### src/rtl/hazard3_muldiv_arb.sv
// hazard3_muldiv_arb
//   Round-robin arbiter that shares a single sequential muldiv unit
//   (hazard3_muldiv_seq) between N_REQ requesters. It grants one op at a
//   time and remembers which requester owns it. A kill from the owner is
//   forwarded to the unit. The result is returned to the owner only.
//
// Ports
//   clk, rst                 clock, synchronous active-high reset
//   req_vld/req_rdy          per-requester request handshake
//   req_op/req_a/req_b       packed per-requester op and operands
//   req_kill                 per-requester abandon of the in-flight op
//   resp_vld                 one-cycle one-hot result pulse to the owner
//   resp_h/resp_l            result halves; held until the next response
//   md_op*                   issue/kill side towards the muldiv unit
//   md_op_rdy, md_result_*   status/result side from the muldiv unit
//
// Build option
//   HAZARD3_MULDIV_ARB_REUSE_EN: when defined, a one-entry result cache lets
//   MUL after MULH*, and DIV/REM or DIVU/REMU pairs with the same operands,
//   complete without re-issuing to the muldiv unit.
module hazard3_muldiv_arb #(
  parameter int N_REQ   = 2,
  parameter int W_DATA  = 32,
  parameter int W_MULOP = 3
) (
  input  logic                       clk,
  input  logic                       rst,
  input  logic [N_REQ-1:0]           req_vld,
  output logic [N_REQ-1:0]           req_rdy,
  input  logic [N_REQ*W_MULOP-1:0]   req_op,
  input  logic [N_REQ*W_DATA-1:0]    req_a,
  input  logic [N_REQ*W_DATA-1:0]    req_b,
  input  logic [N_REQ-1:0]           req_kill,
  output logic [N_REQ-1:0]           resp_vld,
  output logic [W_DATA-1:0]          resp_h,
  output logic [W_DATA-1:0]          resp_l,
  output logic [W_MULOP-1:0]         md_op,
  output logic                       md_op_vld,
  output logic                       md_op_kill,
  output logic [W_DATA-1:0]          md_op_a,
  output logic [W_DATA-1:0]          md_op_b,
  input  logic                       md_op_rdy,
  input  logic                       md_result_vld,
  input  logic [W_DATA-1:0]          md_result_h,
  input  logic [W_DATA-1:0]          md_result_l
);

  localparam int IDXW = $clog2(N_REQ);

  // BUSY_FIRST exists because the muldiv unit only drops rdy one cycle
  // after issue; its result_vld is not trusted in that cycle.
  typedef enum logic [1:0] {S_IDLE, S_BUSY_FIRST, S_BUSY} state_t;

  state_t            state_q, state_d;
  logic [IDXW-1:0]   rr_ptr_q, rr_ptr_d;
  logic [IDXW-1:0]   owner_q, owner_d;
  logic [N_REQ-1:0]  resp_vld_q, resp_vld_d;
  logic [W_DATA-1:0] resp_h_q, resp_h_d;
  logic [W_DATA-1:0] resp_l_q, resp_l_d;

  logic [N_REQ-1:0]   eligible;
  logic               found;
  int                 idx;
  logic [IDXW-1:0]    winner;
  logic [IDXW-1:0]    next_ptr;
  logic [W_MULOP-1:0] winner_op;
  logic [W_DATA-1:0]  winner_a;
  logic [W_DATA-1:0]  winner_b;

  function automatic logic [N_REQ-1:0] onehot(input logic [IDXW-1:0] i);
    onehot = N_REQ'(1) << i;
  endfunction

`ifdef HAZARD3_MULDIV_ARB_REUSE_EN
  localparam logic [W_MULOP-1:0] M_OP_MUL    = W_MULOP'(0);
  localparam logic [W_MULOP-1:0] M_OP_MULH   = W_MULOP'(1);
  localparam logic [W_MULOP-1:0] M_OP_MULHSU = W_MULOP'(2);
  localparam logic [W_MULOP-1:0] M_OP_MULHU  = W_MULOP'(3);
  localparam logic [W_MULOP-1:0] M_OP_DIV    = W_MULOP'(4);
  localparam logic [W_MULOP-1:0] M_OP_DIVU   = W_MULOP'(5);
  localparam logic [W_MULOP-1:0] M_OP_REM    = W_MULOP'(6);
  localparam logic [W_MULOP-1:0] M_OP_REMU   = W_MULOP'(7);

  // Results depend only on op and operands, so any requester may hit.
  logic               cache_vld_q, cache_vld_d;
  logic [W_MULOP-1:0] cache_op_q, cache_op_d;
  logic [W_DATA-1:0]  cache_a_q, cache_a_d, cache_b_q, cache_b_d;
  logic [W_DATA-1:0]  cache_h_q, cache_h_d, cache_l_q, cache_l_d;
  logic               pair_ok, hit;

  always_comb begin
    pair_ok = 1'b0;
    if (winner_op == M_OP_MUL)
      pair_ok = (cache_op_q == M_OP_MUL) || (cache_op_q == M_OP_MULH) ||
                (cache_op_q == M_OP_MULHSU) || (cache_op_q == M_OP_MULHU);
    else if ((winner_op == M_OP_DIV) || (winner_op == M_OP_REM))
      pair_ok = (cache_op_q == M_OP_DIV) || (cache_op_q == M_OP_REM);
    else if ((winner_op == M_OP_DIVU) || (winner_op == M_OP_REMU))
      pair_ok = (cache_op_q == M_OP_DIVU) || (cache_op_q == M_OP_REMU);
    hit = cache_vld_q && found && pair_ok &&
          (winner_a == cache_a_q) && (winner_b == cache_b_q);
  end
`endif

  // Round-robin pick: first eligible requester at or after rr_ptr.
  always_comb begin
    eligible  = req_vld & ~req_kill;
    found     = 1'b0;
    winner    = '0;
    idx       = 0;
    for (int k = 0; k < N_REQ; k++) begin
      idx = int'(rr_ptr_q) + k;
      if (idx >= N_REQ) idx = idx - N_REQ;
      if (!found && eligible[IDXW'(idx)]) begin
        found  = 1'b1;
        winner = IDXW'(idx);
      end
    end
    winner_op = '0;
    winner_a  = '0;
    winner_b  = '0;
    for (int i = 0; i < N_REQ; i++) begin
      if (IDXW'(i) == winner) begin
        winner_op = req_op[i*W_MULOP +: W_MULOP];
        winner_a  = req_a[i*W_DATA +: W_DATA];
        winner_b  = req_b[i*W_DATA +: W_DATA];
      end
    end
    next_ptr = (winner == IDXW'(N_REQ - 1)) ? '0 : winner + 1'b1;
  end

  always_comb begin
    state_d    = state_q;
    rr_ptr_d   = rr_ptr_q;
    owner_d    = owner_q;
    resp_vld_d = '0;
    resp_h_d   = resp_h_q;
    resp_l_d   = resp_l_q;
    req_rdy    = '0;
    md_op_vld  = 1'b0;
    md_op_kill = 1'b0;
    md_op      = winner_op;
    md_op_a    = winner_a;
    md_op_b    = winner_b;
`ifdef HAZARD3_MULDIV_ARB_REUSE_EN
    cache_vld_d = cache_vld_q;
    cache_op_d  = cache_op_q;
    cache_a_d   = cache_a_q;
    cache_b_d   = cache_b_q;
    cache_h_d   = cache_h_q;
    cache_l_d   = cache_l_q;
`endif
    case (state_q)
      S_IDLE: begin
`ifdef HAZARD3_MULDIV_ARB_REUSE_EN
        if (hit) begin
          req_rdy    = onehot(winner);
          resp_vld_d = onehot(winner);
          resp_h_d   = cache_h_q;
          resp_l_d   = cache_l_q;
          rr_ptr_d   = next_ptr;
        end else
`endif
        if (found) begin
          md_op_vld = 1'b1;
          if (md_op_rdy) begin
            req_rdy  = onehot(winner);
            owner_d  = winner;
            rr_ptr_d = next_ptr;
            state_d  = S_BUSY_FIRST;
`ifdef HAZARD3_MULDIV_ARB_REUSE_EN
            cache_vld_d = 1'b0;
            cache_op_d  = winner_op;
            cache_a_d   = winner_a;
            cache_b_d   = winner_b;
`endif
          end
        end
      end
      S_BUSY_FIRST, S_BUSY: begin
        // Kill takes priority over a completing result.
        if (req_kill[owner_q]) begin
          md_op_kill = 1'b1;
          state_d    = S_IDLE;
`ifdef HAZARD3_MULDIV_ARB_REUSE_EN
          cache_vld_d = 1'b0;
`endif
        end else if ((state_q == S_BUSY) && md_result_vld) begin
          resp_vld_d = onehot(owner_q);
          resp_h_d   = md_result_h;
          resp_l_d   = md_result_l;
          state_d    = S_IDLE;
`ifdef HAZARD3_MULDIV_ARB_REUSE_EN
          cache_vld_d = 1'b1;
          cache_h_d   = md_result_h;
          cache_l_d   = md_result_l;
`endif
        end else begin
          state_d = S_BUSY;
        end
      end
      default: state_d = S_IDLE;
    endcase
    // Keep the handshake side quiet while reset is asserted.
    if (rst) begin
      req_rdy    = '0;
      md_op_vld  = 1'b0;
      md_op_kill = 1'b0;
    end
  end

  always_ff @(posedge clk) begin
    if (rst) begin
      state_q    <= S_IDLE;
      rr_ptr_q   <= '0;
      owner_q    <= '0;
      resp_vld_q <= '0;
      resp_h_q   <= '0;
      resp_l_q   <= '0;
    end else begin
      state_q    <= state_d;
      rr_ptr_q   <= rr_ptr_d;
      owner_q    <= owner_d;
      resp_vld_q <= resp_vld_d;
      resp_h_q   <= resp_h_d;
      resp_l_q   <= resp_l_d;
    end
  end

`ifdef HAZARD3_MULDIV_ARB_REUSE_EN
  always_ff @(posedge clk) begin
    if (rst) cache_vld_q <= 1'b0;
    else     cache_vld_q <= cache_vld_d;
    cache_op_q <= cache_op_d;
    cache_a_q  <= cache_a_d;
    cache_b_q  <= cache_b_d;
    cache_h_q  <= cache_h_d;
    cache_l_q  <= cache_l_d;
  end
`endif

  assign resp_vld = resp_vld_q;
  assign resp_h   = resp_h_q;
  assign resp_l   = resp_l_q;

endmodule

### config.mk
export PLATFORM = sky130hd
export DESIGN_NAME = hazard3_muldiv_arb
export DESIGN_NICKNAME = d
export VERILOG_FILES = /design/src/rtl/hazard3_muldiv_arb.sv
export SDC_FILE = /design/constraint.sdc
export NUM_CORES = 1
export LEC_CHECK = 0
export CAP_MARGIN = 10
export CORE_AREA = 2 2 134 136
export DETAILED_ROUTE_END_ITERATION = 7
export DIE_AREA = 0 0 136 138
export PLACE_DENSITY = 0.68
export SLEW_MARGIN = 20
export SYNTH_ARGS = -nofsm -noshare
export SYNTH_HDL_FRONTEND = slang
export SYNTH_SLANG_ARGS = --single-unit
### constraint.sdc
create_clock -name clk -period 2 [get_ports clk]
set_input_delay 0.4 -clock clk [delete_from_list [all_inputs] [get_ports clk]]
set_output_delay 0.4 -clock clk [all_outputs]
set_load 0.02 [all_outputs]
After elaboration in Yosys (flattened, before gate mapping) --
Index checks and enable logic that the tools add are counted.
Storage, ports and cells: register bits after elaboration 70, bits of input ports 206, output and inout bits 137, logic and storage cells 66
Cells by class: $add $sub $neg 4, order comparisons 5, eq/ne operators 4, shift operators 2, multiplexer cells 31, bitwise gates (word level) 5, reduce and logical (&&, ||, !) cells 9
Operators by type and width (number):
- $mux W32 | 2
- $mux W1 | 19
- $mux W2 | 8
- $lt A1 B3 Y1 const B | 2
- $reduce_and A3 Y1 | 2
- $ne A2 B2 Y1 const B | 2
- $not A1 Y1 | 4
- $pmux W2 S2 | 1
- $reduce_or A4 Y1 | 1
- $shl A1 B1 Y2 const A | 2
- $mux W3 | 1
- $add A1 B1 Y2 const B | 1
- $eq A2 B1 Y1 const B | 1
- $eq A2 B2 Y1 const B | 1
- $ge A1 B2 Y1 const B | 1
- $ge A2 B2 Y1 const B | 1
- $logic_and A1 B1 Y1 | 2
- $logic_not A2 Y1 | 1
- $lt A1 B2 Y1 const B | 1
- $reduce_and A2 Y1 | 1
- $reduce_or A2 Y1 | 1
- $sub A1 B1 Y1 const B | 2
- $add A1 B1 Y1 const B | 1
- $and A1 B1 Y1 | 1
- $logic_not A1 Y1 | 1

Depth between registers and ports, before layout --
Gate-level depths: netlist of the first run.
depth after elaboration 14, depth in mapped cells 7, gate-level depth less buffers 5

Worst setup path after synthesis of the first run --
No wires, ideal clock.
path kind register to output, from register state_q[0], to output md_op_vld, arrival 1361 ps, required time 1600 ps, setup slack 239 ps, cell stages (with the launch flop) 5, path buffers 0, cell sequence dfxtp_1 > inv_1 > ha_1 > inv_1 > nor4b_1
Between the ends: word-level cells in the longest chain between the ends 3
Ends and longest elaborated chain:
- start: declaration | RTL line 54 | state_t state_q, state_d;
- start signal: assignment | RTL line 221 | state_q <= state_d;
- $logic_not A2 Y1 | RTL line 153 | case (state_q)
- $mux W1 | RTL line 153
- $mux W1 | RTL line 205 | if (rst) begin
- end: declaration | RTL line 38 | output logic md_op_vld,
No other way between the ends.

Worst setup path after layout of the first run --
from register rr_ptr_q, to output md_op_b[27]
Between the ends: word-level cells in the longest chain between the ends 5, elaborated cells on any way between the ends 10, classes of those cells add/sub (3); order compare (2); mux (5)
Ends and longest elaborated chain:
- start: declaration | RTL line 55 | logic [IDXW-1:0] rr_ptr_q, rr_ptr_d;
- start signal: assignment | RTL line 222 | rr_ptr_q <= rr_ptr_d;
- $add A1 B1 Y2 (tied with other cells) | RTL line 112 | idx = int'(rr_ptr_q) + k;
- $ge A2 B2 Y1 (tied with other cells) | RTL line 113 | if (idx >= N_REQ) idx = idx - N_REQ;
- $mux W1 (on tied branches) | RTL line 113, 114
- $mux W1 (*) | RTL line 114 | if (!found && eligible[IDXW'(idx)]) begin
- $mux W32 (*) | RTL line 123 | if (IDXW'(i) == winner) begin
- end: declaration | RTL line 41 | output logic [W_DATA-1:0] md_op_b,
Mark *: on every way between the ends. The rest lies on a longest branch, timed or not.

==> results by group, run 1 <==
Logic synthesis
  – Xor/xnor cell area share of the yosys netlist: less than 1%
  – Main combinational cell family by area after synthesis: multiplexers
  – Syn Std Cell Area: approximately 3700 um2
  – Syn Nets: between 500 and 600
  – Number of distinct library cells after synthesis: 26
  – Mux cell area share after synthesis: 38.12%
  – Avg Inst Size Synth: between 9 and 10 um2
  – Syn Inst Count: about 390
  – Warnings from Yosys: 0
  – Post-synthesis adder-cell area fraction: 0.6789%
  – Post-Synth Simple-Gate Area: between 10% and 20%
  – Sequential area share after synthesis: a little under two fifths
  – Yosys reg bits: 70
  – Post-synthesis compound-gate area fraction: less than 1%

Detailed routing
  – DR vias: ~4,100
  – DR pass1 iterations: 4
  – ANT nets after route: 0
  – WL/cell: roughly 18 um
  – # DRC: 0
  – Drt first-iter violations: roughly 110
  – Post-Route WL: around 18 mm
  – Vias/cell: 4.182

Clock tree
  – TritonCTS Buffers: 9
  – Clock-pin slew on the worst setup and hold paths: ~0.050 ns
  – CTS Sinks: 70
  – Htree depth: 3
  – Clock Tree Buf Depth: 2
  – CTS root buf: clkbuf_16
  – Clk_lat worst skew: 0.33 ns
  – Hold Buf Count CTS: 0
  – CTS tree: done

GRT
  – Remaining Overflow, GRT: 0
  – Busiest grt layer: met2
  – Largest net degree at the start of global routing: 67
  – Met1 Use GR: between 15 and 20%
  – GRT Total Usage: ~18%
  – Initial antenna violation count: 7
  – Met3 Resource Use GR: roughly 6.3%
  – Global-route wire length before repair: 25.01 mm
  – Number of global-route vias before repair: between 4,000 and 5,000
  – Global-route met2 utilization: roughly 32%

Critical path
  – R2r startpoint: owner_q$_SDFFE_PP0P_
  – Kind of cell adding the most delay to the critical path: buffers and inverters
  – Crit path required time: 1.60 ns
  – Slowest CP cell: dfxtp_2
  – Top cell by count, worst path: buf_6
  – Crit path DAT: 1.65 ns
  – R2R depth: 5
  – Worst path bufs/invs: 4
  – Cells along the critical path: nand3b_1 -> buf_6 -> buf_12 -> buf_6 -> mux2_4 -> buf_6
  – CP Max Fanout: 6
  – CP endpoint kind: output port
  – Kind of start point of the critical path: register
  – WS Path Type: register to output port
  – Largest stage delay, worst path: between 0.3 and 0.4 ns
  – Worst reg2reg path endpoint: resp_l[24]$_SDFFE_PP0P_
  – Flop2flop setup slack: 0.40 ns

STA
  – Fmax: roughly 490 MHz
  – Clock Skews: around 0.0075 ns
  – Crit share post-route: 102.7%
  – Final Hold Viols: 0
  – Fin. max-slew vios: 0
  – Fin crit period: 2.054 ns
  – Setup WS post-layout: -0.05363 ns
  – Worst-Margin Slew: 0.2667 ns
  – Final setup violation count: 31
  – Slew headroom: about four fifths
  – RSZ-0062 raised after global routing: true

Power and ir drop
  – Part of the power in the clock network: 39.9%
  – Leakage component of the power: around 3.2 nW
  – Flop pwr share: between 30% and 40%
  – Switching power total: 940.7 uW
  – Worst vdd ir: approximately 290 uV
  – Switching share of power: 23.88%
  – Cell Pwr Density: roughly 500 nW/um2
  – Internal Power: 2.999 mW
  – Gate power share: 24.6%

Die
  – Row cnt: between 40 and 50
  – Initial core utilization: about a fifth
  – Core ar.: 17,530 um2
  – Die footprint: about 19,000 um2
  – Chip height: 138 um
  – Ports: approximately 340
  – Die width: 136 um

Status
  – Failing checks: setup timing
  – Status: finished with violations

Worst hold path
  – Hold path depth: 2
  – HP Class: register to register
  – Hold Path Origin: resp_l[31]$_SDFFE_PP0P_
  – Hold EP: resp_l[31]$_SDFFE_PP0P_

Layout
  – Layout cells sized above 1: 26.31%
  – Fillers: between 1,500 and 2,000
  – Net count, final: 949
  – Final Util: roughly 45%
  – Final Instance Area: about 8000 um2
  – Syn-to-layout area delta: 115.7%

Placement
  – Placer Congestion: 0.8069
  – PortBufs: around 340
  – Dpl hpwl: around 14 mm
  – Area after DPL: 7478 um2

Flow run
  – Max-cap violations: 0
[state kept, by name, indices dropped and copies added (netlist names)]
name / cells
rr_ptr_q: 1
resp_h: 32
owner_q: 1
resp_vld: 2
resp_l: 32
state_q: 2
[synthesized netlist by cell type (all sizes together)]
| cell type | number | share of area (%) |
|---|---|---|
| nand2 | 129 | 13 |
| nand3b | 1 | 0.20 |
| o41ai | 1 | 0.24 |
| and3 | 1 | 0.17 |
| nor2b | 2 | 0.34 |
| and4 | 1 | 0.24 |
| and3b | 1 | 0.24 |
| mux2 | 67 | 20 |
| mux2i | 65 | 18 |
| nand4b | 1 | 0.24 |
| nor3 | 2 | 0.27 |
| xor2 | 1 | 0.24 |
| inv | 4 | 0.41 |
| nor4b | 1 | 0.24 |
| o2111ai | 1 | 0.24 |
| clkbuf | 4 | 0.41 |
| dfxtp | 70 | 38 |
| ha | 2 | 0.68 |
| a31o | 1 | 0.24 |
| buf | 26 | 5.7 |
| nor2 | 2 | 0.20 |
| nor3b | 2 | 0.41 |
[worst register-to-register path: cells and delay by family, from the launching register on]
| family | cells | cell delay [ns] |
|---|---|---|
| flops | 1 | 0.39 |
| buf+inv | 2 | 0.37 |
| mux | 2 | 0.47 |
| simple gates | 1 | 0.31 |
[logic make-up after synthesis]
logic type / after synthesis
AND/OR/NAND/NOR: 143
flip-flops: 70
adder cells (fa/ha/maj): 2
buffers and inverters: 34
multiplexers: 132
AO/OA/AOI/OAI: 3
XOR/XNOR: 1
[layout by cell type, fill, tap and decap left out, types with 2 or more instances in the layout]
cell / netlist / routed
nand2_1: 129 / 129
buf_12: 4 / 10
mux2_4: 0 / 29
clkbuf_16: 0 / 9
buf_6: 1 / 44
clkdlybuf4s50_1: 0 / 267
clkinv_2: 0 / 3
mux2i_1: 65 / 65
nor2_1: 2 / 2
dfxtp_1: 70 / 69
diode_2: 0 / 6
inv_1: 4 / 3
mux2_2: 67 / 38
buf_16: 0 / 2
buf_2: 18 / 27
buf_4: 2 / 21
[power groups by stage]
stage / combinational, mW / sequential (mW) / clock (mW)
3_5_place_dp: 0.932 / 1.43 / 0
4_1_cts: 0.933 / 1.40 / 1.63
5_1_grt: 1.02 / 1.40 / 1.68
3_3_place_gp: 0.940 / 1.43 / 0
6_report: 0.969 / 1.40 / 1.57
2_1_floorplan: 0.298 / 1.43 / 0
[per-stage QoR]
step,TNS (ns),cells,hold WS (ns),power (mW),setup slack [ns]
6_report,-1.134,980,0.4528,3.940,-0.05363
4_1_cts,-3.784,975,0.4565,3.959,-0.1474
5_1_grt,-4.271,978,0.4684,4.103,-0.1182
3_5_place_dp,-48.89,952,0.4473,2.362,-0.6751
3_3_place_gp,-48.41,952,0.4420,2.370,-0.6824
2_1_floorplan,0,385,0.4568,1.728,0.2392
[how the worst max path moves through the flow]
stage                                       start           to  slack (ns)  cells after the start
after detailed placement              req_kill[0]  md_op_b[14]       -0.68                      6
after global routing        rr_ptr_q$_SDFFE_PP0P_     md_op[1]       -0.12                      6
after floorplan           state_q[0]$_SDFFE_PP0P_    md_op_vld        0.24                      4
final                       rr_ptr_q$_SDFFE_PP0P_  md_op_b[27]       -0.05                      6
after global placement                req_kill[0]  md_op_b[14]       -0.68                      6
after CTS                   rr_ptr_q$_SDFFE_PP0P_  md_op_b[27]       -0.15                      7
[metal layers]
layer  routed length (um)  vias up
met2                 9041      178
met1                 6295     1887
met4                  542        0
met3                 1650       22
li1                     -     2011
met5                    0        -
[cell type report]
class	count	area, um2	share of cell area (%)
antenna	6	15.01	0.1889
clock inverter	4	47.55	0.5980
sequential	70	1403	17.64
multi-input combinational	281	2182	27.45
timing repair buffer	375	3757	47.26
clock buffer	11	242.7	3.053
tap	229	286.5	3.604
inverter	4	16.27	0.2046
[timing repair]
item / CTS / global route
pin swaps: 1 / 2
gates cloned: 3 / 0
buffers inserted: 5 / 1
resized for setup: 349 / 50
setup endpoints to repair: 71 / 70
No activity file was read; power rests on OpenSTA's default activity.
==> run 2, diff against run 1 <==
Settings changed: CAP_MARGIN 10 to 20.
==> results of run 2 <==
Final layout, timing and power as in run 1 (identical DEF).
